### src/rtl/serial_byte_assembler_if.sv
// Bus bundle for serial_byte_assembler: serial bit stream in, parallel word out with
// valid/ready handshake and the overrun and frame-error pulses.
interface serial_byte_assembler_if #(
    parameter int unsigned WIDTH = 8
);
    logic             bit_in;
    logic             bit_valid;
    logic             frame_start;
    logic [WIDTH-1:0] data_out;
    logic             data_valid;
    logic             data_ready;
    logic             overrun;
    logic             frame_err;

    // Upstream bit source and downstream consumer side
    modport master (
        output bit_in, bit_valid, frame_start, data_ready,
        input  data_out, data_valid, overrun, frame_err
    );

    // Assembler side
    modport slave (
        input  bit_in, bit_valid, frame_start, data_ready,
        output data_out, data_valid, overrun, frame_err
    );
endinterface

### src/rtl/serial_byte_assembler.sv
// Deserializes a framed serial bit stream into WIDTH-bit words, double-buffered:
// the shift register collects the next word while the output register holds the current one.
module serial_byte_assembler #(
    parameter int unsigned WIDTH     = 8,
    parameter bit          MSB_FIRST = 1'b1
) (
    input  logic                   clk,
    input  logic                   rst_n,
    serial_byte_assembler_if.slave bus
);
    localparam int unsigned CNT_W = $clog2(WIDTH + 1);

    typedef enum logic {
        IDLE,
        COLLECT
    } state_t;

    state_t             state, state_n;
    logic [CNT_W-1:0]   cnt, cnt_n;
    logic [WIDTH-1:0]   shreg, shreg_n;
    logic [WIDTH-1:0]   data_q, data_n;
    logic               valid_q, valid_n;
    logic               ovr_q, ovr_n;
    logic               ferr_q, ferr_n;
    logic               word_done;
    logic [WIDTH-1:0]   word;

    // New bit enters at the LSB for MSB-first streams, at the MSB otherwise
    function automatic logic [WIDTH-1:0] shift_in(input logic [WIDTH-1:0] cur, input logic b);
        if (MSB_FIRST) return {cur[WIDTH-2:0], b};
        else           return {b, cur[WIDTH-1:1]};
    endfunction

    always_ff @(posedge clk or negedge rst_n) begin
        if (!rst_n) begin
            state   <= IDLE;
            cnt     <= '0;
            shreg   <= '0;
            data_q  <= '0;
            valid_q <= 1'b0;
            ovr_q   <= 1'b0;
            ferr_q  <= 1'b0;
        end else begin
            state   <= state_n;
            cnt     <= cnt_n;
            shreg   <= shreg_n;
            data_q  <= data_n;
            valid_q <= valid_n;
            ovr_q   <= ovr_n;
            ferr_q  <= ferr_n;
        end
    end

    always_comb begin
        state_n   = state;
        cnt_n     = cnt;
        shreg_n   = shreg;
        data_n    = data_q;
        valid_n   = valid_q & ~bus.data_ready;
        ovr_n     = 1'b0;
        ferr_n    = 1'b0;
        word_done = 1'b0;
        word      = shift_in(shreg, bus.bit_in);

        unique case (state)
            IDLE: begin
                if (bus.bit_valid && bus.frame_start) begin
                    shreg_n = shift_in('0, bus.bit_in);
                    cnt_n   = CNT_W'(1);
                    state_n = COLLECT;
                end
            end
            COLLECT: begin
                if (bus.bit_valid) begin
                    if (bus.frame_start) begin
                        // Early frame start: drop the partial word, restart with this bit
                        ferr_n  = 1'b1;
                        shreg_n = shift_in('0, bus.bit_in);
                        cnt_n   = CNT_W'(1);
                    end else if (cnt == CNT_W'(WIDTH - 1)) begin
                        shreg_n   = word;
                        word_done = 1'b1;
                        cnt_n     = '0;
                        state_n   = IDLE;
                    end else begin
                        shreg_n = word;
                        cnt_n   = cnt + CNT_W'(1);
                    end
                end
            end
            default: state_n = IDLE;
        endcase

        // Output register accepts a completed word if empty or being drained this edge
        if (word_done) begin
            if (!valid_q || bus.data_ready) begin
                data_n  = word;
                valid_n = 1'b1;
            end else begin
                ovr_n = 1'b1;
            end
        end
    end

    assign bus.data_out   = data_q;
    assign bus.data_valid = valid_q;
    assign bus.overrun    = ovr_q;
    assign bus.frame_err  = ferr_q;
endmodule

### src/flat_wrapper.sv
// flat-port wrapper written by rule: the top's interface ports become plain ports
module serial_byte_assembler_flat 
#(
    parameter int unsigned WIDTH     = 8,
    parameter bit          MSB_FIRST = 1'b1
)
  (clk, rst_n, bus_bit_in, bus_bit_valid, bus_frame_start, bus_data_ready, bus_data_out, bus_data_valid, bus_overrun, bus_frame_err);
  serial_byte_assembler_if #(.WIDTH(WIDTH)) bus_i ();
  input  logic clk;
  input  logic rst_n;
  input wire logic [$bits(bus_i.bit_in)-1:0] bus_bit_in;
  input wire logic [$bits(bus_i.bit_valid)-1:0] bus_bit_valid;
  input wire logic [$bits(bus_i.frame_start)-1:0] bus_frame_start;
  input wire logic [$bits(bus_i.data_ready)-1:0] bus_data_ready;
  output wire logic [$bits(bus_i.data_out)-1:0] bus_data_out;
  output wire logic [$bits(bus_i.data_valid)-1:0] bus_data_valid;
  output wire logic [$bits(bus_i.overrun)-1:0] bus_overrun;
  output wire logic [$bits(bus_i.frame_err)-1:0] bus_frame_err;
  assign bus_i.bit_in = bus_bit_in;
  assign bus_i.bit_valid = bus_bit_valid;
  assign bus_i.frame_start = bus_frame_start;
  assign bus_i.data_ready = bus_data_ready;
  assign bus_data_out = bus_i.data_out;
  assign bus_data_valid = bus_i.data_valid;
  assign bus_overrun = bus_i.overrun;
  assign bus_frame_err = bus_i.frame_err;
  serial_byte_assembler #(.WIDTH(WIDTH), .MSB_FIRST(MSB_FIRST)) u_core (.clk(clk), .rst_n(rst_n), .bus(bus_i));
endmodule
### config.mk
export PLATFORM = sky130hd
export DESIGN_NAME = serial_byte_assembler_flat
export DESIGN_NICKNAME = d
export VERILOG_FILES = /design/src/rtl/serial_byte_assembler_if.sv /design/src/rtl/serial_byte_assembler.sv /design/src/flat_wrapper.sv
export SDC_FILE = /design/constraint.sdc
export NUM_CORES = 1
export LEC_CHECK = 0
export ABC_AREA = 1
export CELL_PAD_IN_SITES_DETAIL_PLACEMENT = 1
export CELL_PAD_IN_SITES_GLOBAL_PLACEMENT = 1
export CORE_ASPECT_RATIO = 1.4
export CORE_MARGIN = 1
export CORE_UTILIZATION = 38
export CTS_CLUSTER_SIZE = 40
export DETAILED_ROUTE_END_ITERATION = 7
export GPL_TIMING_DRIVEN = 0
export PLACE_DENSITY = 0.77
export SYNTH_ARGS = -nofsm -noshare
export SYNTH_HDL_FRONTEND = slang
export SYNTH_SLANG_ARGS = --single-unit
### constraint.sdc
create_clock -name clk -period 1.6 [get_ports clk]
set_clock_uncertainty 0.05 [all_clocks]
set_input_delay 0.48 -clock clk [delete_from_list [all_inputs] [get_ports clk]]
set_output_delay 0.48 -clock clk [all_outputs]
set_load 0.005 [all_outputs]
==> out/metrics.csv, run 1 <==
stage;metric;value;unit
worst_hold_path;hp-class;register to register;
timing;slew_violations;0;
floorplan;initial_core_util;40.3;%
drt;drc_errors;0;
clock_network;cts_sinks;23;
pwr;p_leak;0.000635;µW
global_routing;grt_start_max_net_pins;24;
critical_path;cp_slowest_cell;dfrtp_1;
timing;fmax;661;MHz
timing;rsz0062_at_grt;false;
final_layout;fin_cells;157;
critical_path;arrival;0.98;ns
floorplan;dieArea;0.00277;mm²
critical_path;worstPathMaxFanout;2;
clock_network;cts-buffers-inserted;3;
critical_path;r2r_setup_slack;0.19;ns
pwr;ir_worst_vdd;0.000458;V
global_routing;antenna_found_initial;0;
timing;worst_pin_slew;0.993;ns
timing;period_share;94.5;%
final_layout;areaGrowthSynthToFinish;23.0;%
yosys;seq_area_frac_synth;59.1;%
clock_network;clockBufferDepth;2;
yosys;netlist_area;973;µm²
critical_path;r2r_cells;6;
final_layout;final_cell_mix;30 x nand2_1, 23 x dfrtp_1, 11 x dlygate4sd2_1;
drt;wl;2010;µm
critical_path;path_class;register to primary output;
timing;max_slew_margin;33.6;%
global_routing;track_usage;18.0;%
pwr;power_density;861;mW/mm²
flow_run;maxCapViolations;0;
clock_network;clk_latency;0.32;ns
yosys;ys_ff_latch;23;
timing;post-route-min-period;1.51;ns
critical_path;critical-path-top-delay-family;flip-flops;
clock_network;path_clk_slew;0.13;ns
final_layout;fin_util;49.5;%
yosys;syn_area_per_cell;9.54;µm²
pwr;p_total;1030;µW
clock_network;cts_tree;done;
timing;finalSetupViolCount;0;
critical_path;end_kind;primary output;
yosys;synth_top_cell_by_area;dfrtp_1;
yosys;yosysWarningCount;0;
critical_path;path_cells;dlygate4sd2_1;
placement;portBuffers;16;
drt;post_drt_wl_per_cell;12.8;µm
yosys;syn_inst;102;
critical_path;cp.depth;1;
drt;avgViaCountPerCell;4.99;
yosys;synth_top_area_share;59.1;%
yosys;synth_nets;109;
placement;dp_hpwl;1500;µm
drt;vias;783;
drt;drt_iter0_drc;20;
clock_network;cts_htree_levels;1;
timing;setup_tns;0;ns
final_layout;num_antenna_cells;0;
final_layout;final_layout_size_suffix_gt1_share;10.6;%
global_routing;first_global_vias;797;
critical_path;r2r_start;u_core.cnt[0];
critical_path;critPathBufInv;1;
run_status;status;finished, final reports clean;
drt;dr.pass1.iters;4;
critical_path;timing.critical_path.from;u_core.bus.data_valid;
floorplan;core_area;0.00242;mm²
critical_path;required;1.07;ns
global_routing;grt_first_pass_wirelength;3520;µm
critical_path;crit_end;bus_data_valid;
clock_network;clockRootBuffer;clkbuf_4;
placement;gp_congestion;0.699;
critical_path;r2r_end;u_core.bus.data_out[3];
placement;dp.cells;152;
timing;whs;0.428;ns
floorplan;die_h;61.9;µm
floorplan;rows;21;
final_layout;final_common_cell;nand2_1;
yosys;synthTopCellsByArea;dfrtp_1 59%, nand2_1 12%, nand4_1 5.8%, nand3_1 4.1%, inv_1 3.5%;
critical_path;crit_path_start_kind;register;
yosys;ys_types;16;
timing;hold_viol;0;
critical_path;cp_slowest_stage_delay;0.40;ns
drt;drt.antenna.violating_nets;0;
final_layout;nets;131;
floorplan;die_x;44.8;µm
clock_network;ctsHoldBuffers;0;
floorplan;top_level_ports;17;
global_routing;grt_overflow;0;
[where the power goes]
group          leakage, µW  switching [µW]  total, µW  internal, µW
Combinational     0.000308            68.2        119          51.1
Clock            0.0000177             183        277          93.9
Sequential        0.000308            24.5        635           610
[cells by family after synthesis]
kind of cell	count (synthesis)	synth area share, %
AOI/OAI and AO/OA	9	5.27
xor gates and xnor gates	1	0.900
adders and majority gates	1	1.29
buffers and inverters	12	6.30
DFF	23	59.1
and+or+nand+nor	56	27.1
[final cells by class]
cell class                 instances  area (µm²)
fill                             295        1220
tap                               34        42.5
buffer                             3        27.5
clock inverter                     1        5.00
multi-input combinational         67         337
clock buffer                       3        22.5
inverter                           9        33.8
timing repair buffer              17         154
sequential                        23         576
[synthesized netlist by cell type]
library cell / count
buf_2: 1
buf_6: 2
dfrtp_1: 23
ha_1: 1
inv_1: 9
nand2_1: 30
nand2_2: 2
nand3_1: 8
nand3_2: 1
nand4_1: 9
nor2_1: 4
nor2_2: 1
nor2_4: 1
o21ai_0: 4
o22ai_1: 5
xnor2_1: 1
[metrics by stage]
stage | setup slack [ns] | cell area, µm²
floorplan | 0.383 | 973
global placement | -0.216 | 1180
detailed placement | -0.244 | 1180
CTS | 0.0664 | 1200
global route | 0.00824 | 1200
finish | 0.0873 | 1200
[what timing repair did]
action                     4_1_cts  5_1_grt
setup endpoints to repair       11        0
buffers inserted                 1        0
gates resized for setup         11        0
hold endpoints to repair         0        0
[worst min path at each step]
stage | from | cells after the start | slack, ns | to
floorplan | rst_n | 0 | 0.13 | u_core.bus.data_out[0]
global placement | u_core.bus.data_out[7] | 2 | 0.40 | u_core.bus.data_out[7]
detailed placement | u_core.bus.data_out[0] | 2 | 0.41 | u_core.bus.data_out[0]
CTS | u_core.bus.data_out[0] | 2 | 0.43 | u_core.bus.data_out[0]
global route | u_core.bus.data_out[6] | 2 | 0.46 | u_core.bus.data_out[6]
finish | u_core.bus.data_out[0] | 2 | 0.43 | u_core.bus.data_out[0]
[sequential cells by signal, summed over array words and instances, names as in the netlist]
| name | count |
|---|---|
| u_core.bus.data_out | 8 |
| u_core.state | 1 |
| u_core.bus.data_valid | 1 |
| u_core.bus.frame_err | 1 |
| u_core.bus.overrun | 1 |
| u_core.shreg | 7 |
| u_core.cnt | 4 |
[per-layer routing]
metal | up-vias | track usage, % | routed length, µm
met5 | - | 0 | 0
met4 | 0 | 12.6 | 63
met3 | 5 | 2.89 | 72
met2 | 17 | 29.8 | 1020
met1 | 381 | 21.2 | 861
li1 | 380 | - | -
Power figures use the tool's default switching activity.
==> inputs of run 2 (changes only) <==
CAP_MARGIN = 40   (was unset)
PLACE_DENSITY = 0.75   (was 0.77)
clock period = 1.54 ns   (was 1.6 ns; I/O delays follow)
==> out/metrics.csv, run 2 (same netlist as run 1, synthesis figures left out) <==
stage;metric;value;unit
run_status;status;finished, final reports clean;
critical_path;r2r_setup_slack;0.12;ns
pwr;pwr-share-clk;26.6;%
pwr;power.internal;795;µW
pwr;power_density;876;mW/mm²
placement;gp_congestion;0.708;
timing;fmax;662;MHz
global_routing;track_usage;18.1;%
timing;timing.final.ws_setup;0.0298;ns
clock_network;ctsHoldBuffers;0;
global_routing;grt-busiest-layer;met2;
placement;dpl_cell_area;0.00119;mm²
critical_path;critPathBufInv;1;
flow_run;maxCapViolations;0;
floorplan;top_level_ports;17;
final_layout;final_layout_size_suffix_gt1_share;13.5;%
drt;post_drt_wl_per_cell;12.8;µm
pwr;p_leak;0.000650;µW
drt;drt.antenna.violating_nets;0;
timing;slew_violations;0;
global_routing;antenna_found_initial;0;
final_layout;seq_area;576;µm²
clock_network;cts_htree_levels;1;
final_layout;num_antenna_cells;0;
clock_network;cts_tree;done;
global_routing;grtUsageMet1;21.1;%
placement;dp_hpwl;1550;µm
worst_hold_path;hp-class;input port to asynchronous set/reset pin;
critical_path;path_cells;dlygate4sd2_1;
final_layout;multi_input_area;352;µm²
final_layout;stdcell_area;0.00124;mm²
critical_path;path_class;register to primary output;
timing;worst_pin_slew;0.554;ns
critical_path;critical-path-top-delay-family;flip-flops;
critical_path;cp_slowest_stage_delay;0.41;ns
drt;avgViaCountPerCell;4.84;
floorplan;dieArea;0.00277;mm²
critical_path;end_kind;primary output;
clock_network;cts-buffers-inserted;3;
drt;drc_errors;0;
pwr;pwr-share-seq;60.6;%
final_layout;final_common_cell;nand2_1;
timing;max_slew_margin;62.9;%
pwr;p_switching;294;µW
final_layout;final.fill_count;293;
timing;period_share;98.1;%
clock_network;path_clk_slew;0.13;ns
global_routing;grt_first_pass_wirelength;3480;µm
drt;vias;774;
clock_network;clockBufferDepth;2;
critical_path;crit_path_start_kind;register;
global_routing;grt_overflow;0;
floorplan;die_x;44.8;µm
critical_path;required;1.03;ns
clock_network;clk_latency;0.32;ns
critical_path;arrival;1.00;ns
timing;whs;0.427;ns
drt;drt_iter0_drc;11;
floorplan;core_area;0.00242;mm²
timing;finalSetupViolCount;0;
timing;hold_viol;0;
global_routing;grt_start_max_net_pins;14;
final_layout;largest_register_ffs;8;
pwr;ir_worst_vdd;0.000659;V
critical_path;cp.depth;1;
floorplan;rows;21;
final_layout;final_cell_mix;29 x nand2_1, 23 x dfrtp_1, 10 x dlygate4sd2_1;
placement;portBuffers;16;
critical_path;worstPathMaxFanout;2;
critical_path;r2r_cells;7;
drt;wl;2050;µm
pwr;switching_share;27.0;%
global_routing;first_global_vias;786;
floorplan;die_h;61.9;µm
final_layout;areaGrowthSynthToFinish;27.8;%
clock_network;cts_sinks;23;
placement;dp_slack;-0.297;ns
timing;setup_tns;0;ns
pwr;pwr-share-comb;12.8;%
floorplan;initial_core_util;40.3;%
final_layout;nets;134;
global_routing;use_met3;2.60;%
timing;post-route-min-period;1.51;ns
drt;dr.pass1.iters;4;
critical_path;cp_slowest_cell;dfrtp_1;
global_routing;use_met2;31.1;%
clock_network;clockRootBuffer;clkbuf_4;
==> run 2: power by group through the flow <==
stage	registers, µW	clock network (µW)	logic, µW
floorplan	667	0	69.2
global placement	669	0	127
detailed placement	672	0	139
CTS	660	303	133
global route	665	320	161
finish	660	290	139
==> run 2: through the flow <==
| stage | util, % | power [µW] | cells |
|---|---|---|---|
| 2_1_floorplan | - | 736 | 102 |
| 3_3_place_gp | 48.7 | 796 | 152 |
| 4_1_cts | 50.2 | 1100 | 158 |
| 5_1_grt | 51.4 | 1150 | 160 |
| 6_report | 51.4 | 1090 | 160 |
| 3_5_place_dp | 49.3 | 811 | 153 |
==> run 2: worst paths after layout <==
| path | startpoint | end |
|---|---|---|
| worst max-delay path | u_core.bus.data_out[0] | bus_data_out[0] |
| worst max register to register | u_core.cnt[0] | u_core.state |
| min in group clk | u_core.bus.data_out[5] | u_core.bus.data_out[5] |
| worst min-delay path | rst_n | u_core.bus.data_out[2] |
| max in group asynchronous | rst_n | u_core.cnt[0] |
| worst min register to register | u_core.bus.data_out[5] | u_core.bus.data_out[5] |
==> run 2: cell type report <==
class,instances,share of cell area [%]
sequential,23,46.3
multi-input combinational,67,28.3
timing repair buffer,20,14.9
tap,34,3.42
inverter,9,2.72
buffer,3,2.21
clock buffer,3,1.81
clock inverter,1,0.402
==> run 2: repair_timing <==
| item | in CTS | in global routing |
|---|---|---|
| gates resized for setup | 11 | 4 |
| endpoints found under the setup margin | 11 | 12 |
| buffers inserted | 1 | 2 |
| pin swaps | 0 | 0 |
==> run 2: routing by layer <==
layer / wire (µm) / vias to the layer above
met1: 855 / 370
met3: 56 / 4
met5: 0 / -
li1: - / 386
met2: 1090 / 14
met4: 54 / 0
